--- src/rtl/fft_twiddle_fetch_if.sv ---
// Twiddle stream handshake between the fetch unit and the butterfly.
// The master drives the FIFO head; the slave returns ready.
interface fft_twiddle_fetch_if #(
   parameter int DATA_W = 16
);
   logic              valid;
   logic              ready;
   logic [DATA_W-1:0] data;
   logic [3:0]        index;
   logic              last;

   modport master (
      output valid, data, index, last,
      input  ready
   );

   modport slave (
      input  valid, data, index, last,
      output ready
   );
endinterface

--- src/rtl/fft_twiddle_fetch.sv ---
// Twiddle ROM sequencer: issues one FFT stage's ROM addresses and streams
// the returned words through a credit-limited FIFO to the butterfly.
module fft_twiddle_fetch #(
   parameter int ADDR_W     = 5,
   parameter int DATA_W     = 16,
   parameter int MAX_STAGE  = 4,
   parameter int FIFO_DEPTH = 4
) (
   input  logic                  clk,
   input  logic                  rst,
   input  logic                  start_i,
   input  logic [2:0]            stage_i,
   output logic                  busy_o,
   output logic                  err_o,
   output logic [ADDR_W-1:0]     rom_addr_o,
   input  logic [DATA_W-1:0]     rom_data_i,
   fft_twiddle_fetch_if.master   tw
);

   localparam int PW = (FIFO_DEPTH > 1) ? $clog2(FIFO_DEPTH) : 1;
   localparam int CW = PW + 1;

   localparam logic [1:0] S_IDLE  = 2'd0;
   localparam logic [1:0] S_ISSUE = 2'd1;
   localparam logic [1:0] S_DRAIN = 2'd2;

   typedef struct packed {
      logic [DATA_W-1:0] data;
      logic [3:0]        idx;
      logic              last;
   } ent_t;

   logic [1:0]        state_q, state_d;
   logic [ADDR_W-1:0] base_q, base_d;
   logic [ADDR_W-1:0] count_q, count_d;
   logic [ADDR_W-1:0] issued_q, issued_d;
   logic [ADDR_W-1:0] rom_addr_q, rom_addr_d;
   logic              err_q, err_d;

   // av: address on the ROM bus now; dv: ROM word valid now
   logic              av_q, av_d;
   logic [3:0]        a_idx_q, a_idx_d;
   logic              a_last_q, a_last_d;
   logic              dv_q;
   logic [3:0]        d_idx_q;
   logic              d_last_q;

   ent_t              mem_q [FIFO_DEPTH];
   logic [PW-1:0]     wptr_q, rptr_q;
   logic [CW-1:0]     fcnt_q, fcnt_d;

   logic              push, pop, credit_ok;
   logic [CW:0]       used;
   logic [ADDR_W-1:0] pow;
   ent_t              head;

   assign push = dv_q;
   assign pop  = tw.valid & tw.ready;

   assign used = {1'b0, fcnt_q} + (CW+1)'(av_q) + (CW+1)'(dv_q);
   assign credit_ok = used < (CW+1)'(FIFO_DEPTH);

   assign pow = ADDR_W'(1) << stage_i;

   always_comb begin
      state_d    = state_q;
      base_d     = base_q;
      count_d    = count_q;
      issued_d   = issued_q;
      rom_addr_d = rom_addr_q;
      err_d      = 1'b0;
      av_d       = 1'b0;
      a_idx_d    = a_idx_q;
      a_last_d   = a_last_q;
      unique case (state_q)
         S_IDLE: begin
            if (start_i) begin
               if (stage_i > 3'(MAX_STAGE)) begin
                  err_d = 1'b1;
               end else begin
                  base_d     = pow - ADDR_W'(1);
                  count_d    = pow;
                  rom_addr_d = pow - ADDR_W'(1);
                  issued_d   = ADDR_W'(1);
                  av_d       = 1'b1;
                  a_idx_d    = 4'd0;
                  a_last_d   = (stage_i == 3'd0);
                  state_d    = S_ISSUE;
               end
            end
         end
         S_ISSUE: begin
            if (issued_q >= count_q) begin
               state_d = S_DRAIN;
            end else if (credit_ok) begin
               rom_addr_d = base_q + issued_q;
               issued_d   = issued_q + ADDR_W'(1);
               av_d       = 1'b1;
               a_idx_d    = issued_q[3:0];
               a_last_d   = (issued_q == count_q - ADDR_W'(1));
               if (issued_q + ADDR_W'(1) == count_q) state_d = S_DRAIN;
            end
         end
         S_DRAIN: begin
            if (fcnt_q == '0 && !av_q && !dv_q) state_d = S_IDLE;
         end
         default: state_d = S_IDLE;
      endcase
   end

   always_comb begin
      fcnt_d = fcnt_q;
      unique case ({push, pop})
         2'b10:   fcnt_d = fcnt_q + CW'(1);
         2'b01:   fcnt_d = fcnt_q - CW'(1);
         default: fcnt_d = fcnt_q;
      endcase
   end

   always_ff @(posedge clk or posedge rst) begin
      if (rst) begin
         state_q    <= S_IDLE;
         base_q     <= '0;
         count_q    <= '0;
         issued_q   <= '0;
         rom_addr_q <= '0;
         err_q      <= 1'b0;
         av_q       <= 1'b0;
         a_idx_q    <= '0;
         a_last_q   <= 1'b0;
         dv_q       <= 1'b0;
         d_idx_q    <= '0;
         d_last_q   <= 1'b0;
         wptr_q     <= '0;
         rptr_q     <= '0;
         fcnt_q     <= '0;
      end else begin
         state_q    <= state_d;
         base_q     <= base_d;
         count_q    <= count_d;
         issued_q   <= issued_d;
         rom_addr_q <= rom_addr_d;
         err_q      <= err_d;
         av_q       <= av_d;
         a_idx_q    <= a_idx_d;
         a_last_q   <= a_last_d;
         dv_q       <= av_q;
         d_idx_q    <= a_idx_q;
         d_last_q   <= a_last_q;
         fcnt_q     <= fcnt_d;
         if (push) wptr_q <= wptr_q + PW'(1);
         if (pop)  rptr_q <= rptr_q + PW'(1);
      end
   end

   // Storage needs no reset; the head is masked while the FIFO is empty
   always_ff @(posedge clk) begin
      if (push) mem_q[wptr_q] <= '{data: rom_data_i, idx: d_idx_q, last: d_last_q};
   end

   assign head = mem_q[rptr_q];

   assign tw.valid   = (fcnt_q != '0);
   assign tw.data    = tw.valid ? head.data : '0;
   assign tw.index   = tw.valid ? head.idx  : '0;
   assign tw.last    = tw.valid & head.last;

   assign busy_o     = (state_q != S_IDLE);
   assign err_o      = err_q;
   assign rom_addr_o = rom_addr_q;

endmodule
--- src/flat_wrapper.sv ---
// flat-port wrapper written by rule: the top's interface ports become plain ports
module fft_twiddle_fetch_flat 
#(
   parameter int ADDR_W     = 5,
   parameter int DATA_W     = 16,
   parameter int MAX_STAGE  = 4,
   parameter int FIFO_DEPTH = 4
)
  (clk, rst, start_i, stage_i, busy_o, err_o, rom_addr_o, rom_data_i, tw_valid, tw_data, tw_index, tw_last, tw_ready);
  fft_twiddle_fetch_if #(.DATA_W(DATA_W)) tw_i ();
  input  logic clk;
  input  logic rst;
  input  logic start_i;
  input  logic [2:0] stage_i;
  output logic busy_o;
  output logic err_o;
  output logic [ADDR_W-1:0] rom_addr_o;
  input  logic [DATA_W-1:0] rom_data_i;
  output wire logic [$bits(tw_i.valid)-1:0] tw_valid;
  output wire logic [$bits(tw_i.data)-1:0] tw_data;
  output wire logic [$bits(tw_i.index)-1:0] tw_index;
  output wire logic [$bits(tw_i.last)-1:0] tw_last;
  input wire logic [$bits(tw_i.ready)-1:0] tw_ready;
  assign tw_valid = tw_i.valid;
  assign tw_data = tw_i.data;
  assign tw_index = tw_i.index;
  assign tw_last = tw_i.last;
  assign tw_i.ready = tw_ready;
  fft_twiddle_fetch #(.ADDR_W(ADDR_W), .DATA_W(DATA_W), .MAX_STAGE(MAX_STAGE), .FIFO_DEPTH(FIFO_DEPTH)) u_core (.clk(clk), .rst(rst), .start_i(start_i), .stage_i(stage_i), .busy_o(busy_o), .err_o(err_o), .rom_addr_o(rom_addr_o), .rom_data_i(rom_data_i), .tw(tw_i));
endmodule
--- config.mk ---
export PLATFORM = sky130hd
export DESIGN_NAME = fft_twiddle_fetch_flat
export DESIGN_NICKNAME = d
export VERILOG_FILES = /design/src/rtl/fft_twiddle_fetch_if.sv /design/src/rtl/fft_twiddle_fetch.sv /design/src/flat_wrapper.sv
export SDC_FILE = /design/constraint.sdc
export NUM_CORES = 1
export LEC_CHECK = 0
export CAP_MARGIN = 20
export CELL_PAD_IN_SITES_DETAIL_PLACEMENT = 1
export CELL_PAD_IN_SITES_GLOBAL_PLACEMENT = 2
export CORE_UTILIZATION = 25
export DETAILED_ROUTE_END_ITERATION = 8
export GPL_ROUTABILITY_DRIVEN = 0
export PLACE_DENSITY_LB_ADDON = 0.05
export SYNTH_ARGS = -nofsm -noshare
export SYNTH_HDL_FRONTEND = slang
export SYNTH_SLANG_ARGS = --single-unit
--- constraint.sdc ---
create_clock -name clk -period 2.9 [get_ports clk]
set_input_delay 0.87 -clock clk [delete_from_list [all_inputs] [get_ports clk]]
set_output_delay 0.87 -clock clk [all_outputs]
set_load 0.1 [all_outputs]
==> results_tabular.tex, run 1 <==
\begin{tabular}{lr}
\hline
Metric & Value \\
\hline
\multicolumn{2}{l}{\textbf{Layout}} \\
Area of all placed cells without fillers & 0.00735 mm2 \\
Fill cell instance count of the final layout & between 2k and 2.5k \\
Most frequent standard cell in the layout excluding fill and tap cells & sky130\_fd\_sc\_hd\_\_edfxtp\_1 \\
Fraction of final layout cells sized beyond drive strength 1 & 27.7\% \\
Synthesis-to-finish area growth & 32.1\% \\
Commonest cells after routing, fill and taps aside & sky130\_fd\_sc\_hd\_\_edfxtp\_1 (84), sky130\_fd\_sc\_hd\_\_dfrtp\_1 (42), sky130\_fd\_sc\_hd\_\_buf\_4 (28) \\
Ant diodes & 0 \\
Final-stage net count & slightly below 500 \\
\multicolumn{2}{l}{\textbf{Synthesis}} \\
Number of enable-type register cells in the synthesized netlist & 84 \\
Number of distinct library cell variants in the gate-level netlist after synthesis & 59 \\
Proportion of register bits with asynchronous set or reset after synthesis & approximately 33\% \\
Fraction of the yosys area taken by sequential cells & 64.2\% \\
Yosys reg bits & 126 \\
Total nets after synthesis & 410 \\
Post-synthesis instance area & 0.00557 mm2 \\
Most instantiated flip-flop cell in the synthesis netlist & sky130\_fd\_sc\_hd\_\_edfxtp\_1 \\
Cell count after synthesis & 367 \\
Synth warn & 0 \\
Avg Cell Area, Syn & 15.2 um2 \\
\multicolumn{2}{l}{\textbf{Die}} \\
DIE AREA & approximately 0.023 mm2 \\
Initial cell density of the core & approximately a quarter \\
\# IOs & 52 \\
Die width & 151 um \\
Row cnt & 54 \\
Die Span Y & 151 um \\
Core box area & between 0.02 and 0.025 mm2 \\
\multicolumn{2}{l}{\textbf{GRT}} \\
Global router's overall resource usage & 12.6\% \\
Via count of the first global-routing pass & 3555 \\
Global-route wire length before repair & between 20000 and 25000 um \\
Number of antenna violations at the first check in global routing & 0 \\
Maximum number of pins on one net before global-route repair & 24 \\
Total gr overflow & 0 \\
\multicolumn{2}{l}{\textbf{Setup path}} \\
Crit-path max cell delay & 0.60 ns \\
Worst EP required & 2.03 ns \\
Crit path max-delay cell type & sky130\_fd\_sc\_hd\_\_dfrtp\_1 \\
Setup crit end kind & output port \\
Crit path DAT & 1.94 ns \\
WS Path Type & register to output port \\
Number of cell instances on the worst register-to-register path & 6 \\
Cell seen most often among critical-path stages & sky130\_fd\_sc\_hd\_\_buf\_12 \\
Critical Path Fanout Max & 16 \\
Worst path cell trace & buf\_12 -> mux4\_2 -> and2\_1 -> buf\_12 \\
Critical Path Source Type & register \\
\multicolumn{2}{l}{\textbf{Drt}} \\
Drt first-iter violations & 93 \\
Routed vias & 3247 \\
Met2 layer wire length in the routed design & between 6000 and 7000 um \\
Post-DR wirelength/cell & approximately 18 um \\
First-pass detailed-route iteration total & 4 \\
Total wirelength of the detailed-routed design & 12900 um \\
Max Used Layer & met4 \\
Drc violations & 0 \\
Routed Antenna Nets & 0 \\
Routed metal-1 wire length & slightly below 6000 um \\
Vias per inst & 4.39 \\
Met3 wire length & 486 um \\
\multicolumn{2}{l}{\textbf{Clock network}} \\
Skew-Pair Late Insertion Delay & 0.42 ns \\
Total setup buffers inserted after CTS & 0 \\
Cell at the root of the clock tree & sky130\_fd\_sc\_hd\_\_clkbuf\_16 \\
CTS clock-pin slew for the worst setup and hold paths & approximately 0.060 ns \\
TritonCTS clock tree & built \\
Maximum buffer depth of the clock tree & 2 \\
Sink count of the clock tree & 126 \\
Total clock buffers created by CTS & 17 \\
H-tree level count & 4 \\
\multicolumn{2}{l}{\textbf{STA}} \\
Unrepaired setup endpoints after global routing & no \\
Share of the cycle needed by the critical path after routing & 96.8\% \\
Worst slew margin & between 60\% and 70\% \\
Worst Skew & 0.00924 ns \\
Final min period & about 2.8 ns \\
Worst-margin pin slew & approximately 0.52 ns \\
Maximum operating frequency & $\sim$0.36 GHz \\
Setup violators final & 0 \\
Count of endpoints failing hold in the final timing report & 0 \\
Number of pins with negative max-slew slack in the final report & 0 \\
Aggregate negative setup slack & 0 ns \\
Final hold slack & 0.368 ns \\
\multicolumn{2}{l}{\textbf{Hold path}} \\
Type of the most critical hold path & register to register \\
Number of cells on the worst hold path & 0 \\
\multicolumn{2}{l}{\textbf{Status}} \\
Run status & finished, final reports clean \\
\multicolumn{2}{l}{\textbf{Placement}} \\
Quantity of I/O buffers inserted on ports & 51 \\
Placement-stage cell area & 0.00680 mm2 \\
Post-detail-place hpwl & 9030 um \\
\multicolumn{2}{l}{\textbf{Job}} \\
Max-cap violations & 0 \\
\hline
\end{tabular}
registers in the layout (all words and copies together) (netlist names):
name               count
u_core.a_idx_q         4
u_core.a_last_q        1
u_core.av_q            1
u_core.base_q          5
u_core.count_q         5
u_core.d_idx_q         4
u_core.d_last_q        1
u_core.dv_q            1
u_core.err_o           1
u_core.fcnt_q          3
u_core.issued_q        5
u_core.mem_q          84
u_core.rom_addr_o      5
u_core.rptr_q          2
u_core.state_q         2
u_core.wptr_q          2
metrics by stage:
step	worst slack (ns)	utilization, %	cells
final	0.0938	33.7	739
after global routing	0.000577	33.7	739
after CTS	0.0211	33.6	739
after detailed placement	-0.0675	31.1	708
after global placement	-0.0318	31.1	708
after floorplan	0.106	-	367
routing by layer:
| metal | vias to the layer above | GRT usage, % |
|---|---|---|
| met5 | - | 0 |
| met4 | 0 | 5.10 |
| met3 | 19 | 3.43 |
| met2 | 57 | 20.7 |
| met1 | 1655 | 15.5 |
| li1 | 1516 | - |
worst max-delay path: cells and delay by family, from the launching register on:
| kind | cells | cell delay (ns) |
|---|---|---|
| flops | 1 | 0.60 |
| buf+inv | 2 | 0.40 |
| mux | 1 | 0.30 |
| simple gates | 1 | 0.20 |
what timing repair did:
action / CTS / global route
hold buffers: 0 / 0
setup endpoints to repair: 0 / 4
resized for setup: 0 / 4
final timing paths:
| kind | slack, ns | startpoint | to |
|---|---|---|---|
| max in group asynchronous | 1.58 | rst | u_core.base_q[4]$_DFFE_PP0P_ |
| hold / removal | 0.37 | u_core.a_idx_q[2]$_DFFE_PP0P_ | u_core.d_idx_q[2]$_DFF_PP0_ |
| setup / recovery | 0.09 | u_core.rptr_q[1]$_DFFE_PP0N_ | tw_data[0] |
| hold reg to reg | 0.37 | u_core.a_idx_q[2]$_DFFE_PP0P_ | u_core.d_idx_q[2]$_DFF_PP0_ |
| setup reg to reg | 0.56 | u_core.issued_q[4]$_DFFE_PP0P_ | u_core.rom_addr_o[2]$_DFFE_PP0P_ |
| min in group asynchronous | 0.81 | rst | u_core.rptr_q[1]$_DFFE_PP0N_ |
layout make-up:
cell class | count | area, um2 | area share [%]
clock buffer | 17 | 425 | 5.79
clock inverter | 14 | 119 | 1.62
inverter | 19 | 71.3 | 0.970
multi-input combinational | 207 | 1860 | 25.3
sequential | 126 | 3570 | 48.6
tap | 280 | 350 | 4.77
timing repair buffer | 76 | 951 | 12.9
Yosys cell counts, drive strengths merged, types with 4 or more instances:
cell type	instances	area share [%]
edfxtp	84	45
dfrtp	42	19
nand2	27	1.8
and2	26	2.9
mux4	21	8.5
inv	19	1.3
ha	18	4.0
o21ai	18	1.9
xnor2	9	1.4
clkbuf	8	0.54
nor2	8	0.58
xor2	8	1.3
buf	7	0.72
a21oi	6	0.54
nor3	6	0.54
nand2b	5	0.56
mux2i	4	0.94
cells by family (layout without fill, tap and decap cells):
logic type                 after synthesis  in the layout  synth area share, %
xor gates and xnor gates                17             17                 2.68
adders and majority gates               20             20                 4.77
muxes                                   28             28                 10.2
buffers and inverters                   34            126                 2.54
DFF                                    126            126                 64.2
and+or+nand+nor                         97             97                 9.76
AOI/OAI and AO/OA                       45             45                 5.87
Power of run 1 is not shown: default switching activity piles up to over one toggle a cycle in this logic, so the estimate is an artifact.
==> inputs of run 2 (changes only) <==
--- a/config.mk
+++ b/config.mk
@@ -8,7 +8,8 @@
 export CAP_MARGIN = 20
 export CELL_PAD_IN_SITES_DETAIL_PLACEMENT = 1
 export CELL_PAD_IN_SITES_GLOBAL_PLACEMENT = 2
-export CORE_UTILIZATION = 25
+export CORE_ASPECT_RATIO = 1.75
+export CORE_UTILIZATION = 41
 export DETAILED_ROUTE_END_ITERATION = 8
 export GPL_ROUTABILITY_DRIVEN = 0
 export PLACE_DENSITY_LB_ADDON = 0.05
==> run 2 against run 1 <==
  * Utilization increased by 20 points
  * Maximum frequency up 0.59%
  * Critical path type unchanged
  * Non-clock buffer count fell by 3
  * First-iteration DRC count up 12%
  * Final area shrank 2.0%
  * Final cell count shrank 15%
  * Clock-buffer cell count unchanged
  * Flip-flop and latch count unchanged
  * Sequential share of layout area increased by 0.97 points
  * Setup slack better by 0.016 ns
  * Via count shrank 0.18%
==> results_tabular.tex, run 2 (synthesized netlist as in run 1, its figures left out) <==
\begin{tabular}{lr}
\hline
Metric & Value \\
\hline
\multicolumn{2}{l}{\textbf{STA}} \\
Unrepaired setup endpoints after global routing & no \\
Final min period & 2.79 ns \\
Worst-margin pin slew & 0.564 ns \\
Share of the cycle needed by the critical path after routing & 96.2\% \\
Final Worst Setup Slack & 0.110 ns \\
Worst slew margin & slightly above 60\% \\
Setup violators final & 0 \\
Number of pins with negative max-slew slack in the final report & 0 \\
Count of endpoints failing hold in the final timing report & 0 \\
Worst Skew & $\sim$0.010 ns \\
Maximum operating frequency & 0.358 GHz \\
\multicolumn{2}{l}{\textbf{GRT}} \\
Maximum number of pins on one net before global-route repair & 43 \\
Number of antenna violations at the first check in global routing & 0 \\
Global router's overall resource usage & 19.2\% \\
Via count of the first global-routing pass & 3620 \\
Global-route wire length before repair & 19900 um \\
Total gr overflow & 0 \\
\multicolumn{2}{l}{\textbf{Layout}} \\
Area of the multi-input gates & 0.00185 mm2 \\
Fill cell instance count of the final layout & 1286 \\
Ant diodes & 0 \\
Area taken by flip-flops and latches & 0.00357 mm2 \\
Flip-flop count of the largest register, all copies and words added & 84 \\
Synthesis-to-finish area growth & 29.5\% \\
Reg with most FFs & u\_core.mem\_q \\
Fraction of final layout cells sized beyond drive strength 1 & 26.3\% \\
Final-stage net count & 487 \\
Most frequent standard cell in the layout excluding fill and tap cells & sky130\_fd\_sc\_hd\_\_edfxtp\_1 \\
Commonest cells after routing, fill and taps aside & sky130\_fd\_sc\_hd\_\_edfxtp\_1 (84), sky130\_fd\_sc\_hd\_\_dfrtp\_1 (42), sky130\_fd\_sc\_hd\_\_nand2\_1 (27), sky130\_fd\_sc\_hd\_\_buf\_4 (27), sky130\_fd\_sc\_hd\_\_and2\_1 (26) \\
\multicolumn{2}{l}{\textbf{Setup path}} \\
R2R Path End & u\_core.fcnt\_q[2]\$\_DFFE\_PP0P\_ \\
Cell seen most often among critical-path stages & sky130\_fd\_sc\_hd\_\_buf\_12 \\
Crit-path max cell delay & 0.50 ns \\
Critical Path Fanout Max & 17 \\
Crit path max-delay cell type & sky130\_fd\_sc\_hd\_\_mux4\_2 \\
Critical Path Source Type & register \\
Worst EP required & 2.03 ns \\
WS Path Type & register to output port \\
Reg2Reg Launch Point & u\_core.fcnt\_q[1]\$\_DFFE\_PP0P\_ \\
Setup crit end kind & output port \\
Number of cell instances on the worst register-to-register path & 9 \\
Worst path cell trace & buf\_12 -> mux4\_2 -> and2\_1 -> buf\_12 \\
Crit path DAT & around 1.9 ns \\
Worst reg-to-reg setup slack & 0.60 ns \\
\multicolumn{2}{l}{\textbf{Status}} \\
Run status & finished, final reports clean \\
\multicolumn{2}{l}{\textbf{Die}} \\
Core box area & 0.0133 mm2 \\
Row cnt & 56 \\
DIE AREA & 0.0141 mm2 \\
\# IOs & 52 \\
Die Span Y & around 160 um \\
Die width & 90.1 um \\
Initial cell density of the core & 41.8\% \\
\multicolumn{2}{l}{\textbf{Drt}} \\
Routed vias & $\sim$3.2k \\
Drt first-iter violations & 104 \\
Routed Antenna Nets & 0 \\
First-pass detailed-route iteration total & 4 \\
Drc violations & 0 \\
Total wirelength of the detailed-routed design & 12200 um \\
Post-DR wirelength/cell & 19.3 um \\
Vias per inst & 5.14 \\
\multicolumn{2}{l}{\textbf{Clock network}} \\
Cell at the root of the clock tree & sky130\_fd\_sc\_hd\_\_clkbuf\_16 \\
H-tree level count & 4 \\
Total setup buffers inserted after CTS & 0 \\
CTS clock-pin slew for the worst setup and hold paths & 0.06 ns \\
Total clock buffers created by CTS & 17 \\
Hold-fix buffers at CTS & 0 \\
Sink count of the clock tree & 126 \\
Post-CTS Resized & 0 \\
TritonCTS clock tree & built \\
Skew-Pair Late Insertion Delay & 0.41 ns \\
Maximum buffer depth of the clock tree & 2 \\
\multicolumn{2}{l}{\textbf{Hold path}} \\
Start point of the worst min-delay path & u\_core.a\_idx\_q[1]\$\_DFFE\_PP0P\_ \\
Number of cells on the worst hold path & 0 \\
Type of the most critical hold path & register to register \\
Endpoint of the worst hold-timing path & u\_core.d\_idx\_q[1]\$\_DFF\_PP0\_ \\
\multicolumn{2}{l}{\textbf{Placement}} \\
Post-detail-place hpwl & 8540 um \\
Placement-stage worst setup slack & -0.158 ns \\
Quantity of I/O buffers inserted on ports & 51 \\
\multicolumn{2}{l}{\textbf{Job}} \\
Max-cap violations & 0 \\
\hline
\end{tabular}
==> run 2: cell count changes in the layout (fill, tap and decap cells not counted), sizes merged <==
cell	change
clkinv	-6
inv	+7
buf	-3
==> run 2: how the worst max path moves through the flow <==
| stage | start | end | slack, ns | cells after the start |
|---|---|---|---|---|
| after floorplan | u_core.fcnt_q[1]$_DFFE_PP0P_ | tw_data[10] | 0.11 | 3 |
| after global routing | u_core.rptr_q[0]$_DFFE_PP0N_ | tw_index[0] | 0.02 | 4 |
| final | u_core.rptr_q[0]$_DFFE_PP0N_ | tw_index[0] | 0.11 | 4 |
| after global placement | stage_i[0] | u_core.rom_addr_o[4]$_DFFE_PP0P_ | -0.06 | 7 |
| after CTS | u_core.rptr_q[0]$_DFFE_PP0N_ | tw_data[8] | 0.06 | 4 |
| after detailed placement | stage_i[0] | u_core.rom_addr_o[4]$_DFFE_PP0P_ | -0.16 | 7 |
==> run 2: metal layers <==
metal,GRT usage [%],wire length (um)
met5,0,0
met4,7.60,233
met3,4.14,291
met2,37.8,7250
met1,19.2,4430
==> run 2: area by class of cell <==
class	count	share of cell area [%]
tap	174	3.02
inverter	19	0.990
clock inverter	15	2.29
multi-input combinational	207	25.7
sequential	126	49.6
timing repair buffer	73	12.5
clock buffer	17	5.90
==> run 2: critical path, delay by kind of cell (launching register included) <==
kind / cells / cell delay (ns)
flip-flops: 1 / 0.40
buffers and inverters: 2 / 0.39
multiplexers: 1 / 0.50
AND/OR/NAND/NOR: 1 / 0.21
==> run 2: per-stage QoR <==
stage,hold WS (ns),utilization (%),TNS (ns),cell area [um2],instances
after global placement,0.365,49.7,-0.0591,6620,599
final,0.378,54.1,0,7210,631
after global routing,0.391,54.1,0,7210,631
after detailed placement,0.366,49.7,-0.176,6620,599
after CTS,0.380,54.1,0,7210,631
after floorplan,0.354,-,0,5570,367
Power of run 2 is left out for the same reason.
==> inputs of run 3 (changes only) <==
--- a/config.mk
+++ b/config.mk
@@ -13,6 +13,7 @@
 export DETAILED_ROUTE_END_ITERATION = 8
 export GPL_ROUTABILITY_DRIVEN = 0
 export PLACE_DENSITY_LB_ADDON = 0.05
+export SKIP_CTS_REPAIR_TIMING = 1
 export SYNTH_ARGS = -nofsm -noshare
 export SYNTH_HDL_FRONTEND = slang
 export SYNTH_SLANG_ARGS = --single-unit
==> results of run 3 <==
Same layout as run 2: the final DEF is identical, and so are final timing and power.
Power of run 3 is left out for the same reason.
